==> src/rtl/arb_pkg.sv <==
`default_nettype none
// arb_pkg: state encoding and credit width shared by the arb_wrr2 arbiter and its pipeline.
package arb_pkg;

  typedef enum logic [1:0] {
    IDLE   = 2'd0,
    SERVE0 = 2'd1,
    SERVE1 = 2'd2
  } state_t;

  localparam int CREDIT_W = 4;

endpackage
`default_nettype wire

==> src/rtl/arb_pipe.sv <==
`default_nettype none
// arb_pipe: two-stage valid/select/data pipeline turning issued pops into downstream pushes.
module arb_pipe #(
  parameter int DATA_SIZE = 10
) (
  input  logic                 clk,
  input  logic                 reset,
  input  logic                 pop_0,
  input  logic                 pop_1,
  input  logic [DATA_SIZE-1:0] in0,
  input  logic [DATA_SIZE-1:0] in1,
  output logic                 push,
  output logic [DATA_SIZE-1:0] out
);

  logic stage_valid;
  logic stage_sel;

  // Stage 1 remembers which FIFO was popped; stage 2 captures that FIFO's read data.
  always_ff @(posedge clk) begin
    if (!reset) begin
      stage_valid <= 1'b0;
      stage_sel   <= 1'b0;
      push        <= 1'b0;
      out         <= '0;
    end else begin
      stage_valid <= pop_0 | pop_1;
      stage_sel   <= pop_1;
      push        <= stage_valid;
      if (stage_valid) begin
        out <= stage_sel ? in1 : in0;
      end
    end
  end

endmodule
`default_nettype wire

==> src/rtl/arb_wrr2.sv <==
`default_nettype none
// arb_wrr2: weighted round-robin scheduler popping two VC FIFOs into one downstream FIFO.
module arb_wrr2
  import arb_pkg::*;
#(
  parameter int DATA_SIZE = 10,
  parameter int WEIGHT0   = 2,
  parameter int WEIGHT1   = 1
) (
  input  logic                 clk,
  input  logic                 reset,
  input  logic                 fifo0_empty,
  input  logic                 fifo1_empty,
  input  logic [DATA_SIZE-1:0] in0,
  input  logic [DATA_SIZE-1:0] in1,
  input  logic                 fifo_down_almostfull,
  output logic                 pop_0,
  output logic                 pop_1,
  output logic                 push,
  output logic [DATA_SIZE-1:0] out,
  output logic                 active
);

  localparam logic [CREDIT_W-1:0] W0 = CREDIT_W'(WEIGHT0);
  localparam logic [CREDIT_W-1:0] W1 = CREDIT_W'(WEIGHT1);

  state_t              state, state_n;
  logic [CREDIT_W-1:0] credit, credit_n;
  logic                last, last_n;
  logic                pop0_n, pop1_n;

  logic ok, can0, can1;
  logic cur, can_cur, can_oth;

  assign ok      = !fifo_down_almostfull;
  assign can0    = ok && !fifo0_empty;
  assign can1    = ok && !fifo1_empty;
  assign cur     = (state == SERVE1);
  assign can_cur = cur ? can1 : can0;
  assign can_oth = cur ? can0 : can1;

  always_comb begin
    state_n  = state;
    credit_n = credit;
    last_n   = last;
    pop0_n   = 1'b0;
    pop1_n   = 1'b0;
    case (state)
      IDLE: begin
        if (can0 && (!can1 || last)) begin
          state_n  = SERVE0;
          credit_n = W0;
          last_n   = 1'b0;
        end else if (can1) begin
          state_n  = SERVE1;
          credit_n = W1;
          last_n   = 1'b1;
        end
      end
      SERVE0, SERVE1: begin
        // Almost-full freezes state and credit; nothing below runs.
        if (ok) begin
          if (can_cur && credit != '0) begin
            pop0_n   = !cur;
            pop1_n   = cur;
            credit_n = credit - CREDIT_W'(1);
          end
          // Turn ends when this pop spends the last credit or the VC cannot be popped.
          if (!(can_cur && credit > CREDIT_W'(1))) begin
            if (can_oth) begin
              state_n  = cur ? SERVE0 : SERVE1;
              credit_n = cur ? W0 : W1;
              last_n   = !cur;
            end else if (can_cur) begin
              credit_n = cur ? W1 : W0;
            end else begin
              state_n = IDLE;
            end
          end
        end
      end
      default: begin
        state_n = IDLE;
      end
    endcase
  end

  always_ff @(posedge clk) begin
    if (!reset) begin
      state  <= IDLE;
      credit <= '0;
      last   <= 1'b1;
      pop_0  <= 1'b0;
      pop_1  <= 1'b0;
      active <= 1'b0;
    end else begin
      state  <= state_n;
      credit <= credit_n;
      last   <= last_n;
      pop_0  <= pop0_n;
      pop_1  <= pop1_n;
      active <= (state_n != IDLE);
    end
  end

  arb_pipe #(
    .DATA_SIZE(DATA_SIZE)
  ) u_pipe (
    .clk   (clk),
    .reset (reset),
    .pop_0 (pop_0),
    .pop_1 (pop_1),
    .in0   (in0),
    .in1   (in1),
    .push  (push),
    .out   (out)
  );

endmodule
`default_nettype wire

==> config.mk <==
export PLATFORM = sky130hd
export DESIGN_NAME = arb_wrr2
export DESIGN_NICKNAME = d
export VERILOG_FILES = /design/src/rtl/arb_pkg.sv /design/src/rtl/arb_pipe.sv /design/src/rtl/arb_wrr2.sv
export SDC_FILE = /design/constraint.sdc
export NUM_CORES = 1
export LEC_CHECK = 0
export CELL_PAD_IN_SITES_DETAIL_PLACEMENT = 2
export CELL_PAD_IN_SITES_GLOBAL_PLACEMENT = 2
export CORE_ASPECT_RATIO = 0.5
export CORE_UTILIZATION = 27
export CTS_BUF_LIST = sky130_fd_sc_hd__clkbuf_16
export CTS_CLUSTER_SIZE = 14
export DETAILED_ROUTE_END_ITERATION = 8
export PLACE_DENSITY_LB_ADDON = 0.1
export SETUP_SLACK_MARGIN = 0.5
export SLEW_MARGIN = 20
export SYNTH_ARGS = -nofsm -noshare
export SYNTH_HDL_FRONTEND = slang
export SYNTH_SLANG_ARGS = --single-unit
==> constraint.sdc <==
create_clock -name clk -period 2.5 [get_ports clk]
set_input_delay 0.5 -clock clk [delete_from_list [all_inputs] [get_ports clk]]
set_output_delay 0.5 -clock clk [all_outputs]
set_load 0.05 [all_outputs]
== Yosys cells after proc, flatten, opt, wreduce, memory -nomap -nowiden ==
Cells that the tools add are included.
W data, S select, Z words.

* Register bits after elaboration: 23
* Logic and storage cells: 68

* $add $sub $neg: 1
* Magnitude comparators: 1
* Equality and inequality tests: 6
* Muxes and demuxes: 27
* Bitwise operators: 4
* Reduce and logical (&&, ||, !) cells: 19

{| class="wikitable"
|+ Operators by type and width
! operator !! count
|-
| $mux W4 || 7
|-
| $mux W2 || 9
|-
| $mux W10 || 1
|-
| $pmux W4 S2 || 1
|-
| $mux W1 || 7
|-
| $ne A2 B2 Y1 const B || 3
|-
| $logic_and A1 B1 Y1 || 5
|-
| $logic_not A1 Y1 || 5
|-
| $reduce_and A5 Y1 || 1
|-
| $gt A4 B1 Y1 const B || 1
|-
| $pmux W2 S2 || 1
|-
| $reduce_bool A2 Y1 || 2
|-
| $reduce_bool A4 Y1 || 1
|-
| $reduce_or A4 Y1 || 1
|-
| $sub A4 B1 Y4 const B || 1
|-
| $ne A3 B3 Y1 const B || 1
|-
| $not A1 Y1 || 3
|-
| $reduce_and A3 Y1 || 1
|-
| $eq A2 B1 Y1 const B || 1
|-
| $eq A2 B2 Y1 const B || 1
|-
| $logic_not A2 Y1 || 1
|-
| $pmux W1 S2 || 1
|-
| $reduce_or A2 Y1 || 1
|-
| $logic_or A1 B1 Y1 || 1
|-
| $or A1 B1 Y1 || 1
|}

== Logic depth before layout (Yosys ltp) ==
* Depth in word-level cells: 10
* Mapped depth: 8
* Mapped depth without buffers: 7

== Hierarchy ==
Synthesis repeated with hierarchy kept, for this count alone.

* Cell total of the unflattened synthesis: 155
* Area, all modules: 1318.8 um2

{| class="wikitable"
|+ Modules (own cells, without submodules)
! module !! instances !! cells an instance !! area an instance (um2) !! seq. area each (um2)
|-
| arb_wrr2 || 1 || 105 || 813.3 || 200.2
|-
| arb_pipe || 1 || 50 || 505.5 || 260.2
|}

== Least setup slack after synthesis ==
OpenSTA, ideal clock, no wires.

* Kind: register to register
* Start: register state[0]
* End: register with a tool-made name
* Setup time: 0.117 ns
* Arrival time: 1.688 ns
* Slack: 0.695 ns
* Stages on the path, launching flop included: 8
* Period minus slack after synthesis: 1.805 ns
* Cells stage by stage: dfxtp_1 -> inv_1 -> ha_1 -> buf_6 -> mux2_4 -> a21o_4 -> o311a_1 -> a32o_1

{| class="wikitable"
|+ RTL lines
! element !! line !! RTL
|-
| start: declaration || arb_wrr2.sv:27 || <nowiki>state_t state, state_n;</nowiki>
|-
| start signal: assignment || arb_wrr2.sv:97 || <nowiki>state <= state_n;</nowiki>
|}

== Final worst setup path ==
* Start: register state[1]
* End: register credit[1]

* Cells in the longest elaborated chain, start to end: 9

{| class="wikitable"
|+ RTL lines
! element !! line !! RTL
|-
| $eq A2 B2 Y1 || arb_wrr2.sv:38, arb_wrr2.sv:48 ||
|-
| $mux W1 || arb_wrr2.sv:39 || <nowiki>assign can_cur = cur ? can1 : can0;</nowiki>
|-
| $logic_and A1 B1 Y1 || arb_wrr2.sv:63 || <nowiki>if (can_cur && credit != '0) begin</nowiki>
|-
| $mux W4 || arb_wrr2.sv:63 ||
|-
| $mux W4 || arb_wrr2.sv:74 || <nowiki>end else if (can_cur) begin</nowiki>
|-
| $mux W4 || arb_wrr2.sv:70 || <nowiki>if (can_oth) begin</nowiki>
|-
| $mux W4 || arb_wrr2.sv:69 || <nowiki>if (!(can_cur && credit > CREDIT_W'(1))) begin</nowiki>
|-
| $mux W4 || arb_wrr2.sv:62 || <nowiki>if (ok) begin</nowiki>
|-
| $pmux W4 S2 || arb_wrr2.sv:48 || <nowiki>case (state)</nowiki>
|-
| end signal: assignment || arb_wrr2.sv:98 || <nowiki>credit <= credit_n;</nowiki>
|-
| end: declaration || arb_wrr2.sv:28 || <nowiki>logic [CREDIT_W-1:0] credit, credit_n;</nowiki>
|}

Parallel ways exist; a longest one is shown, timed or not. The select of a mux whose other input is x is not followed.
A chain may end at the register's enable or synchronous reset.

==> qor.txt <==
outcome -> completed
worst hold path depth -> 2
number of synthesized flops with an enable pin -> 0
cell internal pwr -> 766 uW
Clk Latency, worst-skew pair -> 0.26 ns
fin util -> 0.415
DIE AREA -> 0.00517 mm^2
library cells used by synthesis -> 42
Die Ht -> 51.3 um
CTS Buf Count -> 3
register area share after synthesis -> 0.350
worst rel slew slack -> 0.566
max_cap viols -> 0
post-route clock period utilization -> 0.787
most frequent cells in the layout -> 35 x clkdlybuf4s50_1, 23 x dfxtp_1, 21 x nor2_1, 13 x a211oi_1, 11 x inv_1
post-route minimum period -> 1.97 ns
routing usage on met1 -> 0.203
gr usage total -> 0.164
clock share of power -> 0.307
Sw Share -> 0.326
IO Pins -> 39
syn_area_per_cell -> 8.53 um^2
Cell Area, Synth -> 0.00131 mm^2
R2R Setup Slk -> 0.53 ns
std cell rows -> 17
fillcell total -> 504
Place WS -> 0.194 ns
Final #Nets -> 220
met3 Usage GRT -> 0.0410
Core Region -> 0.00453 mm^2
RSZ-0062 raised after global routing -> true
fraction of registers with async set/reset -> 0
final hold slack -> 0.482 ns
Starting Density -> 0.290
Synth Instances -> 154
Post-CTS Hold Buffers -> 0
final setup vio count -> 0
DRT Pass-1 Iters -> 4
crit end category -> register
Vias -> 1286
HPWL Detailed -> 3110 um
Hold Crit Class -> register to register
Final WS setup -> 0.532 ns
diodes inserted -> 0
via/cell ratio -> 5.04
fmax -> 508 MHz
worst slew pin tran -> 0.651 ns
gr ovfl total -> 0
CTS clk-pin slew, worst paths -> 0.06 ns
Peak VDD IR -> 0.315 mV
port buffer count -> 38
Final TNS setup -> 0 ns
crit start category -> register
pin count of the biggest net entering global routing -> 22
initial antenna violation count -> 0
clk_skew -> 0.00790 ns
Area Overhead vs Synth -> 43.1%
gpl congestion -> 0.795
critical path class -> register to register
net load switching power -> 370 uW
ys flop type -> dfxtp_1
Routed Antenna Nets -> 0
combinational share of power -> 0.332
GR peak layer -> met2
htree depth -> 1
PwrDens -> 604 mW/mm^2
CTS tree -> yes
CP arrival -> 2.09 ns
r2r worst-path depth -> 5
Design Power -> 1.14 mW
Mapped Nets -> 184
layout cells sized above 1 -> 0.106
grt met2 use -> 0.297
Residual DRC -> 0
clock sink total -> 23
WP data required -> 2.62 ns
Hold Vio Cnt, Final -> 0
Die Width -> 101 um
CP Max Fanout -> 8
CTS Root Cell -> clkbuf_16
YS warnings -> 0
first-pass GRT wire length -> 6490 um
register share of total power -> 0.360
drt wl/cell -> 16.2 um
total wire length -> 4140 um
Leak Pwr -> 0.680 nW
Initial DRC Count -> 67
vias in the first global route -> 1322
Max Buffers Root-to-Sink -> 2
post-synthesis register bit count -> 23
most common cell after layout, fill and taps aside -> clkdlybuf4s50_1
final max-slew violation count -> 0
power by group through the flow:
stage / Sequential (mW) / Combinational, mW / Clock (mW)
after floorplan: 0.436 / 0.204 / 0
after global placement: 0.416 / 0.333 / 0
after detailed placement: 0.417 / 0.341 / 0
after CTS: 0.409 / 0.354 / 0.367
after global routing: 0.412 / 0.408 / 0.380
final: 0.410 / 0.378 / 0.349
sequential cells by signal, summed over array words and instances (netlist names), named ones only:
name / cells
u_pipe.stage_valid: 1
u_pipe.stage_sel: 1
pop_1: 1
u_pipe.push: 1
state: 2
u_pipe.out: 10
pop_0: 1
credit: 3
last: 1
active: 1
cell usage after synthesis (all sizes together), types with 3 or more instances:
master | count | area (um^2)
a211oi | 14 | 110
a31oi | 4 | 25.0
inv | 11 | 41.3
nand2 | 7 | 26.3
nor3 | 3 | 15.0
o21ai | 4 | 20.0
ha | 5 | 62.6
nand3 | 4 | 20.0
nor2 | 22 | 90.1
dfxtp | 23 | 460
buf | 5 | 31.3
a21oi | 7 | 35.0
mux2i | 10 | 100
clkbuf | 5 | 18.8
what timing repair did:
item | 4_1_cts | 5_1_grt
buffers inserted | 0 | 0
endpoints found under the hold margin | 0 | 0
setup endpoints to repair | 5 | 5
gates resized for setup | 3 | 10
pin swaps | 0 | 1
routing by layer:
layer / share of wire / wire length, um / up-vias
li1: - / - / 629
met1: 0.49 / 2010 / 622
met2: 0.45 / 1870 / 33
met3: 0.058 / 241 / 2
met4: 0.0019 / 8 / 0
met5: 0 / 0 / -
area by class of cell:
type	instances	area (um^2)	share of cell area
Clock inverter	1	5.00	0.00266
Multi-Input combinational cell	110	806	0.428
Tap cell	66	82.6	0.0439
Sequential cell	23	460	0.245
Clock buffer	3	75.1	0.0399
Timing Repair Buffer	41	410	0.218
Inverter	11	41.3	0.0220
cell families (layout without fill, tap and decap cells):
group                    count (synthesis)  after routing  share of synthesized area
AND/OR/NAND/NOR                         51             51                      0.205
AO/OA/AOI/OAI                           43             43                      0.240
flip-flops                              23             23                      0.350
buffers and inverters                   21             56                     0.0695
multiplexers                            11             11                     0.0876
adder cells (fa/ha/maj)                  5              5                     0.0476
final timing paths:
| kind | start | endpoint |
|---|---|---|
| max | state[1] | credit[1] |
| min | pop_0 | u_pipe.stage_valid |
| max reg2reg | state[1] | credit[1] |
| min reg2reg | pop_0 | u_pipe.stage_valid |
metrics by stage:
| stage | area [um^2] | cells |
|---|---|---|
| floorplan | 1310 | 154 |
| global placement | 1750 | 251 |
| detailed placement | 1750 | 251 |
| CTS | 1840 | 255 |
| global route | 1880 | 255 |
| finish | 1880 | 255 |
worst max-delay path, stage by stage, from the launching register on:
cell and delay, ns:
dfxtp_1 0.43, inv_1 0.10, ha_2 0.35, or4b_2 0.66, o21ai_0 0.15, a211oi_1 0.13
Power figures use the tool's default switching activity.
